--- src/rtl/pzcorebus_write_data_gate_if.sv ---
// Signal bundle for the write-data gate: upstream command/data ports and downstream command/data ports.
// A transfer happens on a channel in any cycle where its valid and its accept are both high. Valid never waits on accept.
interface pzcorebus_write_data_gate_if #(
  parameter int COMMAND_WIDTH   = 64,
  parameter int DATA_WIDTH      = 128,
  parameter int LENGTH_WIDTH    = 4,
  parameter int MAX_OUTSTANDING = 4
);
  logic                                 i_mcmd_valid;
  logic                                 o_scmd_accept;
  logic [COMMAND_WIDTH-1:0]             i_mcmd;
  logic                                 i_mcmd_write;
  logic [LENGTH_WIDTH-1:0]              i_mcmd_length;
  logic                                 o_mcmd_valid;
  logic                                 i_scmd_accept;
  logic [COMMAND_WIDTH-1:0]             o_mcmd;
  logic                                 i_mdata_valid;
  logic                                 o_sdata_accept;
  logic [DATA_WIDTH-1:0]                i_mdata;
  logic                                 i_mdata_last;
  logic                                 o_mdata_valid;
  logic                                 i_sdata_accept;
  logic [DATA_WIDTH-1:0]                o_mdata;
  logic                                 o_mdata_last;
  logic [$clog2(MAX_OUTSTANDING+1)-1:0] o_outstanding;
  logic                                 o_length_error;

  modport slave (
    input  i_mcmd_valid, i_mcmd, i_mcmd_write, i_mcmd_length, i_scmd_accept,
    input  i_mdata_valid, i_mdata, i_mdata_last, i_sdata_accept,
    output o_scmd_accept, o_mcmd_valid, o_mcmd,
    output o_sdata_accept, o_mdata_valid, o_mdata, o_mdata_last,
    output o_outstanding, o_length_error
  );

  modport master (
    output i_mcmd_valid, i_mcmd, i_mcmd_write, i_mcmd_length, i_scmd_accept,
    output i_mdata_valid, i_mdata, i_mdata_last, i_sdata_accept,
    input  o_scmd_accept, o_mcmd_valid, o_mcmd,
    input  o_sdata_accept, o_mdata_valid, o_mdata, o_mdata_last,
    input  o_outstanding, o_length_error
  );
endinterface

--- src/rtl/pzcorebus_write_data_gate.sv ---
// Holds write data back until its command has gone downstream, limits bursts in flight by a credit count,
// and regenerates the last-beat flag from the command length (the upstream last flag is only checked).
module pzcorebus_write_data_gate #(
  parameter int COMMAND_WIDTH   = 64,
  parameter int DATA_WIDTH      = 128,
  parameter int LENGTH_WIDTH    = 4,
  parameter int MAX_OUTSTANDING = 4
) (
  input logic                        i_clk,
  input logic                        i_rst,
  pzcorebus_write_data_gate_if.slave bus
);
  localparam int OW = $clog2(MAX_OUTSTANDING + 1);
  localparam int PW = (MAX_OUTSTANDING > 1) ? $clog2(MAX_OUTSTANDING) : 1;

  logic [OW-1:0]           outstanding;
  logic [PW-1:0]           wr_ptr;
  logic [PW-1:0]           rd_ptr;
  logic [LENGTH_WIDTH-1:0] beat;
  logic [LENGTH_WIDTH-1:0] len_mem [MAX_OUTSTANDING];
  logic                    length_error;

  logic full;
  logic empty;
  logic cmd_block;
  logic push;
  logic data_hs;
  logic last;
  logic pop;

  function automatic logic [PW-1:0] ptr_inc(input logic [PW-1:0] p);
    return (p == PW'(MAX_OUTSTANDING - 1)) ? '0 : p + PW'(1);
  endfunction

  // Both flags come from registers only, so data can never pass in its own command's cycle.
  assign full      = (outstanding == OW'(MAX_OUTSTANDING));
  assign empty     = (outstanding == '0);
  assign cmd_block = bus.i_mcmd_write && full;

  assign bus.o_mcmd         = bus.i_mcmd;
  assign bus.o_mcmd_valid   = bus.i_mcmd_valid && !cmd_block;
  assign bus.o_scmd_accept  = bus.i_scmd_accept && !cmd_block;

  assign bus.o_mdata        = bus.i_mdata;
  assign bus.o_mdata_valid  = bus.i_mdata_valid && !empty;
  assign bus.o_sdata_accept = bus.i_sdata_accept && !empty;

  assign last    = !empty && (beat == len_mem[rd_ptr]);
  assign push    = bus.o_mcmd_valid && bus.i_scmd_accept && bus.i_mcmd_write;
  assign data_hs = bus.o_mdata_valid && bus.i_sdata_accept;
  assign pop     = data_hs && last;

  assign bus.o_mdata_last   = last;
  assign bus.o_outstanding  = outstanding;
  assign bus.o_length_error = length_error;

  always_ff @(posedge i_clk) begin
    if (push) begin
      len_mem[wr_ptr] <= bus.i_mcmd_length;
    end
  end

  always_ff @(posedge i_clk or posedge i_rst) begin
    if (i_rst) begin
      outstanding  <= '0;
      wr_ptr       <= '0;
      rd_ptr       <= '0;
      beat         <= '0;
      length_error <= 1'b0;
    end else begin
      if (push) begin
        wr_ptr <= ptr_inc(wr_ptr);
      end
      if (pop) begin
        rd_ptr <= ptr_inc(rd_ptr);
      end
      if (push && !pop) begin
        outstanding <= outstanding + OW'(1);
      end else if (pop && !push) begin
        outstanding <= outstanding - OW'(1);
      end
      if (data_hs) begin
        beat <= last ? '0 : beat + LENGTH_WIDTH'(1);
        if (bus.i_mdata_last != last) begin
          length_error <= 1'b1;
        end
      end
    end
  end
endmodule

--- src/flat_wrapper.sv ---
// flat-port wrapper written by rule: the top's interface ports become plain ports
module pzcorebus_write_data_gate_flat 
#(
  parameter int COMMAND_WIDTH   = 64,
  parameter int DATA_WIDTH      = 128,
  parameter int LENGTH_WIDTH    = 4,
  parameter int MAX_OUTSTANDING = 4
)
  (i_clk, i_rst, bus_i_mcmd_valid, bus_i_mcmd, bus_i_mcmd_write, bus_i_mcmd_length, bus_i_scmd_accept, bus_i_mdata_valid, bus_i_mdata, bus_i_mdata_last, bus_i_sdata_accept, bus_o_scmd_accept, bus_o_mcmd_valid, bus_o_mcmd, bus_o_sdata_accept, bus_o_mdata_valid, bus_o_mdata, bus_o_mdata_last, bus_o_outstanding, bus_o_length_error);
  pzcorebus_write_data_gate_if #(.COMMAND_WIDTH(COMMAND_WIDTH), .DATA_WIDTH(DATA_WIDTH), .LENGTH_WIDTH(LENGTH_WIDTH), .MAX_OUTSTANDING(MAX_OUTSTANDING)) bus_i ();
  input logic i_clk;
  input logic i_rst;
  input wire logic [$bits(bus_i.i_mcmd_valid)-1:0] bus_i_mcmd_valid;
  input wire logic [$bits(bus_i.i_mcmd)-1:0] bus_i_mcmd;
  input wire logic [$bits(bus_i.i_mcmd_write)-1:0] bus_i_mcmd_write;
  input wire logic [$bits(bus_i.i_mcmd_length)-1:0] bus_i_mcmd_length;
  input wire logic [$bits(bus_i.i_scmd_accept)-1:0] bus_i_scmd_accept;
  input wire logic [$bits(bus_i.i_mdata_valid)-1:0] bus_i_mdata_valid;
  input wire logic [$bits(bus_i.i_mdata)-1:0] bus_i_mdata;
  input wire logic [$bits(bus_i.i_mdata_last)-1:0] bus_i_mdata_last;
  input wire logic [$bits(bus_i.i_sdata_accept)-1:0] bus_i_sdata_accept;
  output wire logic [$bits(bus_i.o_scmd_accept)-1:0] bus_o_scmd_accept;
  output wire logic [$bits(bus_i.o_mcmd_valid)-1:0] bus_o_mcmd_valid;
  output wire logic [$bits(bus_i.o_mcmd)-1:0] bus_o_mcmd;
  output wire logic [$bits(bus_i.o_sdata_accept)-1:0] bus_o_sdata_accept;
  output wire logic [$bits(bus_i.o_mdata_valid)-1:0] bus_o_mdata_valid;
  output wire logic [$bits(bus_i.o_mdata)-1:0] bus_o_mdata;
  output wire logic [$bits(bus_i.o_mdata_last)-1:0] bus_o_mdata_last;
  output wire logic [$bits(bus_i.o_outstanding)-1:0] bus_o_outstanding;
  output wire logic [$bits(bus_i.o_length_error)-1:0] bus_o_length_error;
  assign bus_i.i_mcmd_valid = bus_i_mcmd_valid;
  assign bus_i.i_mcmd = bus_i_mcmd;
  assign bus_i.i_mcmd_write = bus_i_mcmd_write;
  assign bus_i.i_mcmd_length = bus_i_mcmd_length;
  assign bus_i.i_scmd_accept = bus_i_scmd_accept;
  assign bus_i.i_mdata_valid = bus_i_mdata_valid;
  assign bus_i.i_mdata = bus_i_mdata;
  assign bus_i.i_mdata_last = bus_i_mdata_last;
  assign bus_i.i_sdata_accept = bus_i_sdata_accept;
  assign bus_o_scmd_accept = bus_i.o_scmd_accept;
  assign bus_o_mcmd_valid = bus_i.o_mcmd_valid;
  assign bus_o_mcmd = bus_i.o_mcmd;
  assign bus_o_sdata_accept = bus_i.o_sdata_accept;
  assign bus_o_mdata_valid = bus_i.o_mdata_valid;
  assign bus_o_mdata = bus_i.o_mdata;
  assign bus_o_mdata_last = bus_i.o_mdata_last;
  assign bus_o_outstanding = bus_i.o_outstanding;
  assign bus_o_length_error = bus_i.o_length_error;
  pzcorebus_write_data_gate #(.COMMAND_WIDTH(COMMAND_WIDTH), .DATA_WIDTH(DATA_WIDTH), .LENGTH_WIDTH(LENGTH_WIDTH), .MAX_OUTSTANDING(MAX_OUTSTANDING)) u_core (.i_clk(i_clk), .i_rst(i_rst), .bus(bus_i));
endmodule
--- config.mk ---
export PLATFORM = sky130hd
export DESIGN_NAME = pzcorebus_write_data_gate_flat
export DESIGN_NICKNAME = d
export VERILOG_FILES = /design/src/rtl/pzcorebus_write_data_gate_if.sv /design/src/rtl/pzcorebus_write_data_gate.sv /design/src/flat_wrapper.sv
export SDC_FILE = /design/constraint.sdc
export NUM_CORES = 1
export LEC_CHECK = 0
export BUFFER_PORTS_ARGS = -buffer_cell sky130_fd_sc_hd__buf_2
export CAP_MARGIN = 25
export CORE_AREA = 3 3 158 160
export DETAILED_ROUTE_END_ITERATION = 10
export DIE_AREA = 0 0 161 163
export GPL_TIMING_DRIVEN = 0
export MAX_ROUTING_LAYER = met4
export SLEW_MARGIN = 20
export SYNTH_ARGS = -nofsm -noshare
export SYNTH_HDL_FRONTEND = slang
export SYNTH_SLANG_ARGS = --single-unit
--- constraint.sdc ---
create_clock -name i_clk -period 2.99 [get_ports i_clk]
set_input_delay 0.1495 -clock i_clk [delete_from_list [all_inputs] [get_ports i_clk]]
set_output_delay 0.1495 -clock i_clk [all_outputs]
set_load 0.03 [all_outputs]
==> metrics.md, run 1 <==
| Metric | Value |
|---|---|
| Crit. Startpoint | `u_core.rd_ptr[0]` |
| Clk pin slew, worst setup/hold paths | `70 ps` |
| Max-slew headroom | `0.6626` |
| Yosys warning total | `0` |
| WHS | `110.8 ps` |
| Final min period | `2815 ps` |
| RSZ-0062 raised after global routing | `false` |
| Post-CTS setup buffers | `0` |
| Flip-flop and latch count after synthesis | `28` |
| Initial core utilization | `0.1201` |
| Number of enable flip-flop cells after synthesis | `16` |
| CP top delay family | `multiplexers` |
| Fraction of registers with async set or reset after synthesis | `0.4286` |
| Maximum fanout along the worst path | `6` |
| DRT iter0 DRCs | `70` |
| TritonCTS clock tree | `yes` |
| Period utilization | `0.9416` |
| Die width | `161 um` |
| Syn_nets | `504` |
| Row cnt | `56` |
| Via/cell ratio | `2.998` |
| Layout Nets | `722` |
| GRT Total Usage | `0.08134` |
| DRT Pass-1 Iters | `4` |
| Outcome | `finished clean` |
| Vias in the first global route | `2319` |
| First-pass GRT wire length | `15.46 mm` |
| R2R cell count | `10` |
| PortBufs | `212` |
| Gpl congestion | `0.8399` |
| Crit path to | `u_core.bus.o_outstanding[1]` |
| Crit end category | `flip-flop` |
| Post-synth top flop | `edfxtp_1` |
| Core area | `23540 um^2` |
| Die area | `26240 um^2` |
| Pwr dens | `490.5 nW/um^2` |
| Layout cells sized above 1 | `0.8350` |
| Synth area leader | `buf_4` |
| Buf/Inv on CP | `3` |
| Via count | `2488` |
| Reg-to-reg endpoint | `u_core.bus.o_outstanding[1]` |
| Area growth, synth to finish | `56.13%` |
| Max incr delay on CP | `520 ps` |
| Layout Cells excl Fill | `830` |
| Hpwl dp | `11.43 mm` |
| Initial antenna violation count | `2` |
| Worst min-delay path class | `input port to flip-flop` |
| Largest net degree at the start of global routing | `17` |
| Post-route DRC | `0` |
| Reg-to-reg startpoint | `u_core.rd_ptr[0]` |
| CTS buffer count | `3` |
| Wire per inst | `14.90 um` |
| Final Setup Violations | `0` |
| Netlist cell types | `31` |
| Leakage power | `2.361 nW` |
| Fillers | `2622` |
| Clock Path Buffers | `2` |
| H-tree Lvls | `1` |
| Routed wire length | `12.36 mm` |
| Total gr overflow | `0` |
| Setup crit start kind | `flip-flop` |
| Crit path top cell by count | `inv_1` |
| Clk Tree Root Cell | `clkbuf_16` |
| Final Hold Vio Count | `0` |
| Worst-skew pair later-pin latency | `260 ps` |
| Antenna-violating nets left | `0` |
| CP required | `3140 ps` |
| # placed instances | `823` |
| Top Ports | `405` |
| Highest Clock Rate | `0.3552 GHz` |
| Worst R2R Setup Slack | `170 ps` |
| Setup CP Type | `flip-flop to flip-flop` |
| Mapped Cells | `292` |
| Crit path cell chain | `buf_6, mux4_2, xnor2_2, o211ai_2, nor3_4, inv_1, ha_1, inv_1, fa_1, mux2_2` |
| Data arrival time of the worst path | `2960 ps` |
| Tightest Pin Transition | `505.5 ps` |
| Number of max-cap violations | `0` |
| Share of the synthesized area in the top cell type | `0.5100` |
| Worst Skew | `1.649 ps` |
| Peak VDD IR | `0.0005347 V` |
| Syn_area_per_cell | `9.680 um^2` |
| Mapped Area | `2826 um^2` |
| Setup_tns | `0 ps` |
| Chip Height | `163 um` |
| Critical path depth | `10` |
| CTS sink cnt | `28` |
| Hold Path Cell Cnt | `1` |
| Sequential-to-total area share from yosys stat | `0.2762` |
| Pins Over Slew Limit | `0` |
| Synth area leaders | `buf_4, edfxtp_1, dfrtp_1, mux4_2, ha_1` |
| Worst path slowest cell | `mux4_2` |
## cell usage in the layout, fill, tap and decap left out, drive strengths merged, types with 3 or more instances in the layout
cell | synthesis | routed
nand2 | 7 | 7
ha | 7 | 7
buf | 193 | 405
mux2 | 5 | 5
o21ai | 3 | 3
nor3 | 3 | 3
nand3 | 5 | 5
inv | 6 | 6
mux4 | 4 | 4
and2 | 6 | 6
clkbuf | 2 | 5
edfxtp | 16 | 16
dfrtp | 12 | 12
xnor2 | 4 | 4
nor2 | 4 | 4
## state kept, by name, summed over array words and instances, names as in the netlist
name / flops
u_core.beat: 4
u_core.bus.o_length_error: 1
u_core.bus.o_outstanding: 3
u_core.len_mem: 16
u_core.rd_ptr: 2
u_core.wr_ptr: 2
## stage by stage
step                      cell area, um^2    util  setup slack (ps)  power (mW)
after floorplan                      2826       -             291.6       1.497
after global placement               4287  0.1821             50.92       1.776
after detailed placement             4287  0.1821             25.47       1.795
after CTS                            4402  0.1870             3.837       2.184
after global routing                 4413  0.1874             25.71       2.281
final                                4413  0.1874             174.7       2.164
## power by group
part	switching [mW]	total (mW)	internal, mW
Clock	0.123	0.389	0.266
Combinational	0.689	1.19	0.505
Sequential	0.0919	0.581	0.489
Total	0.904	2.16	1.26
## kinds of logic (layout without fill, tap and decap cells)
| logic type | count (synthesis) | count (layout) | share of synthesized area |
|---|---|---|---|
| flip-flops | 28 | 28 | 0.2762 |
| other | 0 | 2 | 0 |
| XOR/XNOR | 6 | 6 | 0.02656 |
| AO/OA/AOI/OAI | 8 | 8 | 0.01815 |
| adder cells (fa/ha/maj) | 8 | 8 | 0.03807 |
| multiplexers | 9 | 9 | 0.05445 |
| AND/OR/NAND/NOR | 32 | 32 | 0.06198 |
| buffers and inverters | 201 | 418 | 0.5246 |
## how the worst min path moves through the flow
stage | start | endpoint | slack [ps]
3_3_place_gp | i_rst | u_core.wr_ptr[1] | 190
6_report | bus_i_mcmd_length[2] | u_core.len_mem[2][2] | 110
2_1_floorplan | i_rst | u_core.beat[0] | 10
5_1_grt | bus_i_mcmd_length[2] | u_core.len_mem[2][2] | 100
3_5_place_dp | i_rst | u_core.wr_ptr[1] | 200
4_1_cts | bus_i_mcmd_length[2] | u_core.len_mem[3][2] | 110
## layout make-up
cell class                      count  area (um^2)  area share
Antenna cell                        2        5.005    0.001134
Inverter                            6        22.52    0.005103
Sequential cell                    28        780.7      0.1769
Multi-Input combinational cell     63        569.3      0.1290
Clock inverter                      1        30.03    0.006805
Clock buffer                        3        75.07     0.01701
Buffer                            195         1460      0.3309
Tap cell                          319        399.1     0.09045
Timing Repair Buffer              213         1071      0.2427
## repair_timing
action | 4_1_cts | 5_1_grt
resized for setup | 0 | 1
hold endpoints to repair | 12 | 0
hold buffers | 1 | 0
endpoints found under the setup margin | 0 | 2
## synth_stat cells (2+ instances only)
cell      instances
mux2_4            2
dfrtp_1          12
mux4_2            4
clkbuf_1          2
ha_1              7
nand3_1           4
xnor2_2           3
o21ai_0           3
nor3_1            2
xor2_1            2
and3_1            2
nor2_1            4
and2_1            6
nor2b_1           2
edfxtp_1         16
buf_4           192
nand2_1           7
inv_1             6
o22ai_1           2
mux2_2            3
## per-layer routing
layer / wire length [um] / vias to the layer above / track usage
met3: 1302 / 4 / 0.02848
li1: - / 1177 / -
met5: 0 / - / -
met1: 4334 / 1147 / 0.08657
met2: 6682 / 160 / 0.1509
met4: 44 / 0 / 0.008213
Note: power is estimated with default switching activity, not from simulation.
==> inputs of run 2 (changes only) <==
HOLD_SLACK_MARGIN = 0.12   (was unset)
==> run 2 against run 1 <==
- clock-buffer cell count stayed put
- final area is 0.45% higher
- clock power hardly changed
- final cell count is 0.24% higher
- combinational power hardly changed
- non-clock buffer count is 2 higher
- worst setup slack stayed put
==> metrics.md, run 2 (synthesis results as in run 1) <==
| Metric | Value |
|---|---|
| Antenna-violating nets left | `0 (unchanged)` |
| Area growth, synth to finish | `56.84%` |
| Chip Height | `163 um (unchanged)` |
| Post-CTS setup buffers | `0 (unchanged)` |
| Number of max-cap violations | `0 (unchanged)` |
| Pre-CTS WS | `25.47 ps (unchanged)` |
| RSZ-0062 raised after global routing | `false` |
| Clk pin slew, worst setup/hold paths | `70 ps (about the same)` |
| Reg-to-reg startpoint | `u_core.rd_ptr[0]` |
| Worst Hold End | `u_core.len_mem[0][3]` |
| Via/cell ratio | `3.000 (about the same)` |
| Die area | `26240 um^2 (unchanged)` |
| Outcome | `finished clean` |
| # placed instances | `823 (unchanged)` |
| Tightest Pin Transition | `505.2 ps (-0.3133 ps)` |
| Crit end category | `flip-flop` |
| Via count | `2496 (+0.32%)` |
| Fillers | `2622 (unchanged)` |
| CP required | `3140 ps (about the same)` |
| Final Setup Violations | `0 (unchanged)` |
| First-pass GRT wire length | `15.46 mm (about the same)` |
| Most frequent cells in the layout | `buf_2, buf_4, edfxtp_1` |
| Top Ports | `405 (unchanged)` |
| Final Hold Vio Count | `0 (unchanged)` |
| TritonCTS clock tree | `yes` |
| Commonest non-fill, non-tap cell in the layout | `buf_2` |
| Largest net degree at the start of global routing | `17 (unchanged)` |
| WHS | `114.1 ps (+3.354 ps)` |
| Initial core utilization | `0.1201 (unchanged)` |
| Number of flip-flops under the largest register name | `16 (unchanged)` |
| Worst Skew | `1.649 ps (unchanged)` |
| Row cnt | `56 (unchanged)` |
| Pins Over Slew Limit | `0 (unchanged)` |
| Layout cells sized above 1 | `0.8317 (-0.003268)` |
| GRT Total Usage | `0.08134 (unchanged)` |
| CTS sink cnt | `28 (unchanged)` |
| Worst min-delay path class | `input port to flip-flop` |
| DRT Pass-1 Iters | `4 (unchanged)` |
| H-tree Lvls | `1 (unchanged)` |
| Data arrival time of the worst path | `2960 ps (about the same)` |
| Period utilization | `0.9416 (unchanged)` |
| Max-slew headroom | `0.6628 (about the same)` |
| Highest Clock Rate | `0.3552 GHz (unchanged)` |
| Hold Path Cell Cnt | `1 (unchanged)` |
| Routed wire length | `12.36 mm (unchanged)` |
| Clk Tree Root Cell | `clkbuf_16` |
| Peak VDD IR | `0.0005347 V (unchanged)` |
| PortBufs | `212 (unchanged)` |
| Initial antenna violation count | `2 (unchanged)` |
| Die width | `161 um (unchanged)` |
| Setup_tns | `0 ps (unchanged)` |
| Top reg by flops | `u_core.len_mem` |
| Layout Nets | `724 (+0.28%)` |
| Total gr overflow | `0 (unchanged)` |
| DRT iter0 DRCs | `71 (+1.4%)` |
| Reg-to-reg endpoint | `u_core.bus.o_outstanding[1]` |
| Vias in the first global route | `2322 (+0.13%)` |
| Setup crit start kind | `flip-flop` |
| CTS buffer count | `3 (unchanged)` |
| Final min period | `2815 ps (unchanged)` |
| Setup CP Type | `flip-flop to flip-flop` |
| Post-route DRC | `0 (unchanged)` |
| R2R cell count | `10 (unchanged)` |
| Gpl congestion | `0.8399 (unchanged)` |
| Crit. Startpoint | `u_core.rd_ptr[0]` |
| Hpwl dp | `11.43 mm (unchanged)` |
| Layout Cells excl Fill | `832 (+0.24%)` |
| Clock Path Buffers | `2 (unchanged)` |
| Leakage power | `2.370 nW (+0.35%)` |
| Core area | `23540 um^2 (unchanged)` |
| Setup WS post-layout | `174.7 ps (unchanged)` |
| Wire per inst | `14.86 um (-0.24%)` |
| Maximum fanout along the worst path | `6 (unchanged)` |
| Pwr dens | `488.7 nW/um^2 (-0.37%)` |
| Worst-skew pair later-pin latency | `260 ps (about the same)` |
| Hold Startpoint | `bus_i_mcmd_length[3]` |
| Worst R2R Setup Slack | `170 ps (about the same)` |
-- run 2: cell types whose count changed in the layout (fill, tap and decap cells not counted), sizes merged --
cell | before | now
dlygate4sd3 | 1 | 3
-- run 2: final cells by class --
| type | count | area (um^2) | area share |
|---|---|---|---|
| Buffer | 195 | 1460 | 0.3294 |
| Clock buffer | 3 | 75.07 | 0.01693 |
| Antenna cell | 2 | 5.005 | 0.001129 |
| Clock inverter | 1 | 30.03 | 0.006774 |
| Timing Repair Buffer | 215 | 1091 | 0.2461 |
| Multi-Input combinational cell | 63 | 569.3 | 0.1284 |
| Sequential cell | 28 | 780.7 | 0.1761 |
| Inverter | 6 | 22.52 | 0.005080 |
| Tap cell | 319 | 399.1 | 0.09004 |
-- run 2: power by group --
group | total (mW) | internal (mW) | switching [mW]
clock | 0.389 | 0.266 | 0.123
sequential | 0.581 | 0.489 | 0.0919
combinational | 1.20 | 0.507 | 0.689
total | 2.17 | 1.26 | 0.904
-- run 2: routing by layer --
metal  track usage  vias up  wire length [um]
li1              -     1181                 -
met1       0.08657     1151              4336
met2        0.1509      160              6685
met3       0.02848        4              1297
met4      0.008213        0                44
met5             -        -                 0
-- run 2: worst max path at each step --
stage,end
2_1_floorplan,u_core.bus.o_outstanding[1]
3_5_place_dp,u_core.bus.o_outstanding[1]
6_report,u_core.bus.o_outstanding[1]
4_1_cts,u_core.bus.o_outstanding[1]
5_1_grt,u_core.bus.o_outstanding[1]
3_3_place_gp,u_core.bus.o_outstanding[1]
-- run 2: through the flow --
| step | util | total power, mW | instance area, um^2 |
|---|---|---|---|
| floorplan | - | 1.497 | 2826 |
| global placement | 0.1821 | 1.776 | 4287 |
| detailed placement | 0.1821 | 1.795 | 4287 |
| CTS | 0.1878 | 2.186 | 4422 |
| global route | 0.1883 | 2.283 | 4433 |
| finish | 0.1883 | 2.166 | 4433 |
-- run 2: repair_timing --
action,4_1_cts,5_1_grt
endpoints found under the setup margin,0,2
hold endpoints to repair,20,0
resized for setup,0,1
hold buffers,3,0
-- run 2: critical path: stages, from the launching register on --
cell      delay, ps
dfrtp_1         370
buf_6           140
mux4_2          520
xnor2_2         140
o211ai_2        160
nor3_4          310
inv_1            80
ha_1            230
inv_1            70
fa_1            400
mux2_2          270
==> inputs of run 3 (changes only) <==
ABC_AREA = 1   (was unset)
CORE_AREA = 3 3 159 161   (was 3 3 158 160)
DIE_AREA = 0 0 162 164   (was 0 0 161 163)
==> run 3 against run 2 <==
- worst setup slack improved by 340 ps
- sequential share of layout area barely moved
- final cell count rose by 6.1%
- critical path type unchanged
- area after synthesis rose by 1.0%
- largest cell class unchanged
- sequential power barely moved
- register-to-register slack improved by 340 ps
- first-iteration DRC count rose by 44%
- combinational power rose by 3%
- largest power group unchanged
- clock skew rose by 2.3 ps
==> metrics.md, run 3 <==
| Metric | Value |
|---|---|
| CTS buffer count | `3 (unchanged)` |
| First-pass GRT wire length | `16.67 mm (+7.8%)` |
| Post-synth top flop | `edfxtp_1` |
| Final Hold Vio Count | `0 (unchanged)` |
| Worst min-delay path class | `input port to flip-flop` |
| Final Setup Violations | `0 (unchanged)` |
| Setup WS post-layout | `517.2 ps (+342.6 ps)` |
| Mapped Cells | `338 (+16%)` |
| GRT Total Usage | `0.08755 (+0.006211)` |
| Largest net degree at the start of global routing | `16 (-1)` |
| Synth Area in XOR/XNOR | `0.009202 (-0.01736)` |
| Synth Area in Adders | `0.03769 (-0.0003837)` |
| Routed wire length | `13.24 mm (+7.1%)` |
| Layout Nets | `771 (+6.5%)` |
| Synth Area in Compound Gates | `0.01665 (-0.001498)` |
| Clk Tree Root Cell | `clkbuf_16` |
| Wire per inst | `14.99 um (+0.90%)` |
| Via/cell ratio | `3.044 (+1.5%)` |
| Worst Skew | `3.933 ps (+2.284 ps)` |
| Pins Over Slew Limit | `0 (unchanged)` |
| Pwr dens | `477.6 nW/um^2 (-2.3%)` |
| Top reg by flops | `u_core.len_mem` |
| Vias in the first global route | `2413 (+3.9%)` |
| Top Ports | `405 (unchanged)` |
| Period utilization | `0.8270 (-0.1146)` |
| CTS sink cnt | `28 (unchanged)` |
| Highest Clock Rate | `0.4044 GHz (+14%)` |
| Die area | `26570 um^2 (+1.2%)` |
| Netlist cell types | `26 (-16%)` |
| Flip-flop and latch count after synthesis | `28 (unchanged)` |
| Most common cell in the synthesized netlist | `buf_4` |
| Total power | `2.122 mW (-2.0%)` |
| RSZ-0062 raised after global routing | `false` |
| # placed instances | `874 (+6.2%)` |
| Total gr overflow | `0 (unchanged)` |
| Clk pin slew, worst setup/hold paths | `70 ps (about the same)` |
| Data arrival time of the worst path | `2620 ps (-340 ps)` |
| Syn_nets | `550 (+9.1%)` |
| Mux contribution to synthesized area | `0.003944 (-0.05050)` |
| Number of max-cap violations | `0 (unchanged)` |
| Max-slew headroom | `0.6703 (+0.007452)` |
| Logic pwr share | `0.586 (+0.034)` |
| H-tree Lvls | `1 (unchanged)` |
| Layout cells sized above 1 | `0.7527 (-0.07901)` |
| Maximum fanout along the worst path | `8 (+2)` |
| Share of the synthesized area in the top cell type | `0.5074 (-0.002511)` |
| Final min period | `2473 ps (-342.6 ps)` |
| Buf/Inv on CP | `2 (-1)` |
| Setup_tns | `0 ps (unchanged)` |
| Clock Path Buffers | `2 (unchanged)` |
| Synth area leaders | `buf_4, edfxtp_1, dfrtp_1, nand2_1, nand3_1` |
| Post-route cell area | `4443 um^2 (+0.23%)` |
| Worst-skew pair later-pin latency | `260 ps (about the same)` |
| DRT iter0 DRCs | `102 (+44%)` |
| Sequential-to-total area share from yosys stat | `0.2734 (-0.002784)` |
| Setup crit start kind | `flip-flop` |
| Number of flip-flops under the largest register name | `16 (unchanged)` |
| Number of enable flip-flop cells after synthesis | `16 (unchanged)` |
| Power share of the sequential group | `0.272 (+0.004)` |
| Sw Pwr | `0.9830 mW (+8.8%)` |
| Initial core utilization | `0.1184 (-0.001610)` |
| PortBufs | `212 (unchanged)` |
| Synth area leader | `buf_4` |
| Pre-CTS WS | `493.3 ps (+467.8 ps)` |
| Post-CTS setup buffers | `0 (unchanged)` |
| Crit end category | `flip-flop` |
| Fraction of registers with async set or reset after synthesis | `0.4286 (unchanged)` |
| Switching Share | `0.4632 (+0.04601)` |
| Most frequent cells in the layout | `buf_2, buf_4, nand2_1` |
| Outcome | `finished clean` |
| Worst path slowest cell | `fa_1` |
| Hpwl dp | `12.20 mm (+6.7%)` |
| Mapped Area | `2855 um^2 (+1.0%)` |
| Tightest Pin Transition | `494.0 ps (-11.17 ps)` |
| TritonCTS clock tree | `yes` |
| DP Area | `4322 um^2 (+0.82%)` |
| Core area | `24110 um^2 (+2.4%)` |
| Initial antenna violation count | `2 (unchanged)` |
| Top cells by count, synth | `buf_4, nand2_1, inv_1, nand3_1, edfxtp_1` |
| Register Area | `780.7 um^2 (unchanged)` |
| Setup CP Type | `flip-flop to flip-flop` |
| Multi-input logic area | `538.0 um^2 (-5.5%)` |
| Clock power share | `0.142 (-0.038)` |
| Main combinational cell family by area after synthesis | `buffers and inverters` |
| Yosys warning total | `0 (unchanged)` |
| Chip Height | `164 um (+0.61%)` |
| Gpl congestion | `0.7716 (-8.1%)` |
| Via count | `2688 (+7.7%)` |
| Post-Synth Simple-Gate Area | `0.1209 (+0.05897)` |
| Antenna-violating nets left | `0 (unchanged)` |
| Crit path top cell by count | `nand2_1` |
| Syn_area_per_cell | `8.447 um^2 (-13%)` |
| Crit path cell chain | `inv_1, nand2_1, nand3_1, nand2_1, nand2_1, o21ai_1, nor2_2, nand3_2, ha_1, inv_1, fa_1, mux2_2` |
| Peak VDD IR | `0.0005829 V (+9.0%)` |
| Leakage power | `2.459 nW (+3.7%)` |
| Commonest non-fill, non-tap cell in the layout | `buf_2` |
| Row cnt | `57 (+1.8%)` |
| CP required | `3140 ps (about the same)` |
| CP top delay family | `adder cells` |
| Max incr delay on CP | `410 ps (-110 ps)` |
| Pint | `1.139 mW (-9.8%)` |
| Post-route DRC | `0 (unchanged)` |
| Area growth, synth to finish | `55.61%` |
| Layout Cells excl Fill | `883 (+6.1%)` |
| Fillers | `2737 (+4.4%)` |
| DRT Pass-1 Iters | `4 (unchanged)` |
| Die width | `162 um (+0.62%)` |
-- run 3: changes by cell type after synthesis, moves of 3 or more --
cell / change
nand3_1: +14
and2_1: -5
inv_1: +12
o21ai_1: +5
inv_2: +4
mux4_2: -4
nand2_1: +31
nor2_1: +4
xnor2_2: -3
-- run 3: layer usage --
layer | up-vias | GRT usage | part of all wire
li1 | 1297 | - | -
met2 | 164 | 0.1454 | 0.50
met1 | 1221 | 0.1066 | 0.38
met3 | 6 | 0.02850 | 0.11
met4 | 0 | 0.01280 | 0.0089
met5 | - | - | 0
-- run 3: power by group through the flow --
stage          Clock [mW]  Sequential [mW]  Combinational (mW)
4_1_cts             0.307            0.579                1.26
5_1_grt             0.322            0.596                1.35
3_5_place_dp            0            0.585                1.25
3_3_place_gp            0            0.585                1.24
6_report            0.301            0.578                1.24
2_1_floorplan           0            0.610               0.914
-- run 3: final timing paths --
check | startpoint | end | slack (ps) | depth (start not counted)
worst max-delay path | u_core.rd_ptr[0] | u_core.bus.o_outstanding[1] | 520 | 12
min in group asynchronous | i_rst | u_core.bus.o_outstanding[1] | 440 | 3
worst min-delay path | bus_i_mcmd_length[0] | u_core.len_mem[3][0] | 130 | 1
max in group asynchronous | i_rst | u_core.rd_ptr[0] | 2210 | 3
worst min register to register | u_core.bus.o_length_error | u_core.bus.o_length_error | 460 | 2
worst max register to register | u_core.rd_ptr[0] | u_core.bus.o_outstanding[1] | 520 | 12
-- run 3: worst reg2reg max path: cells and delay by family (launching register included) --
family / cells / cell delay, ps
adder cells (fa/ha/maj): 2 / 670
AND/OR/NAND/NOR: 6 / 650
flip-flops: 1 / 400
buffers and inverters: 2 / 310
multiplexers: 1 / 270
AO/OA/AOI/OAI: 1 / 70
-- run 3: final cells by class --
type	count	area share
flip-flops and latches	28	0.1757
plain buffers	193	0.3261
inverters	23	0.01971
clock buffers	4	0.01774
multi-input cells	94	0.1211
well taps	324	0.09124
diodes	1	0.0005632
repair buffers	216	0.2478
-- run 3: logic make-up after synthesis --
family	after synthesis
flip-flops	28
AO/OA/AOI/OAI	9
XOR/XNOR	3
buffers and inverters	216
multiplexers	1
AND/OR/NAND/NOR	73
adder cells (fa/ha/maj)	8
-- run 3: what timing repair did --
action                                 CTS  global route
hold buffers                             4             0
endpoints found under the hold margin   24             0
resized for setup                        0             0
-- run 3: metrics by stage --
step	hold slack, ps	utilization
2_1_floorplan	14.20	-
4_1_cts	120.7	0.1842
5_1_grt	129.2	0.1843
6_report	129.4	0.1843
3_5_place_dp	201.2	0.1793
3_3_place_gp	202.2	0.1793
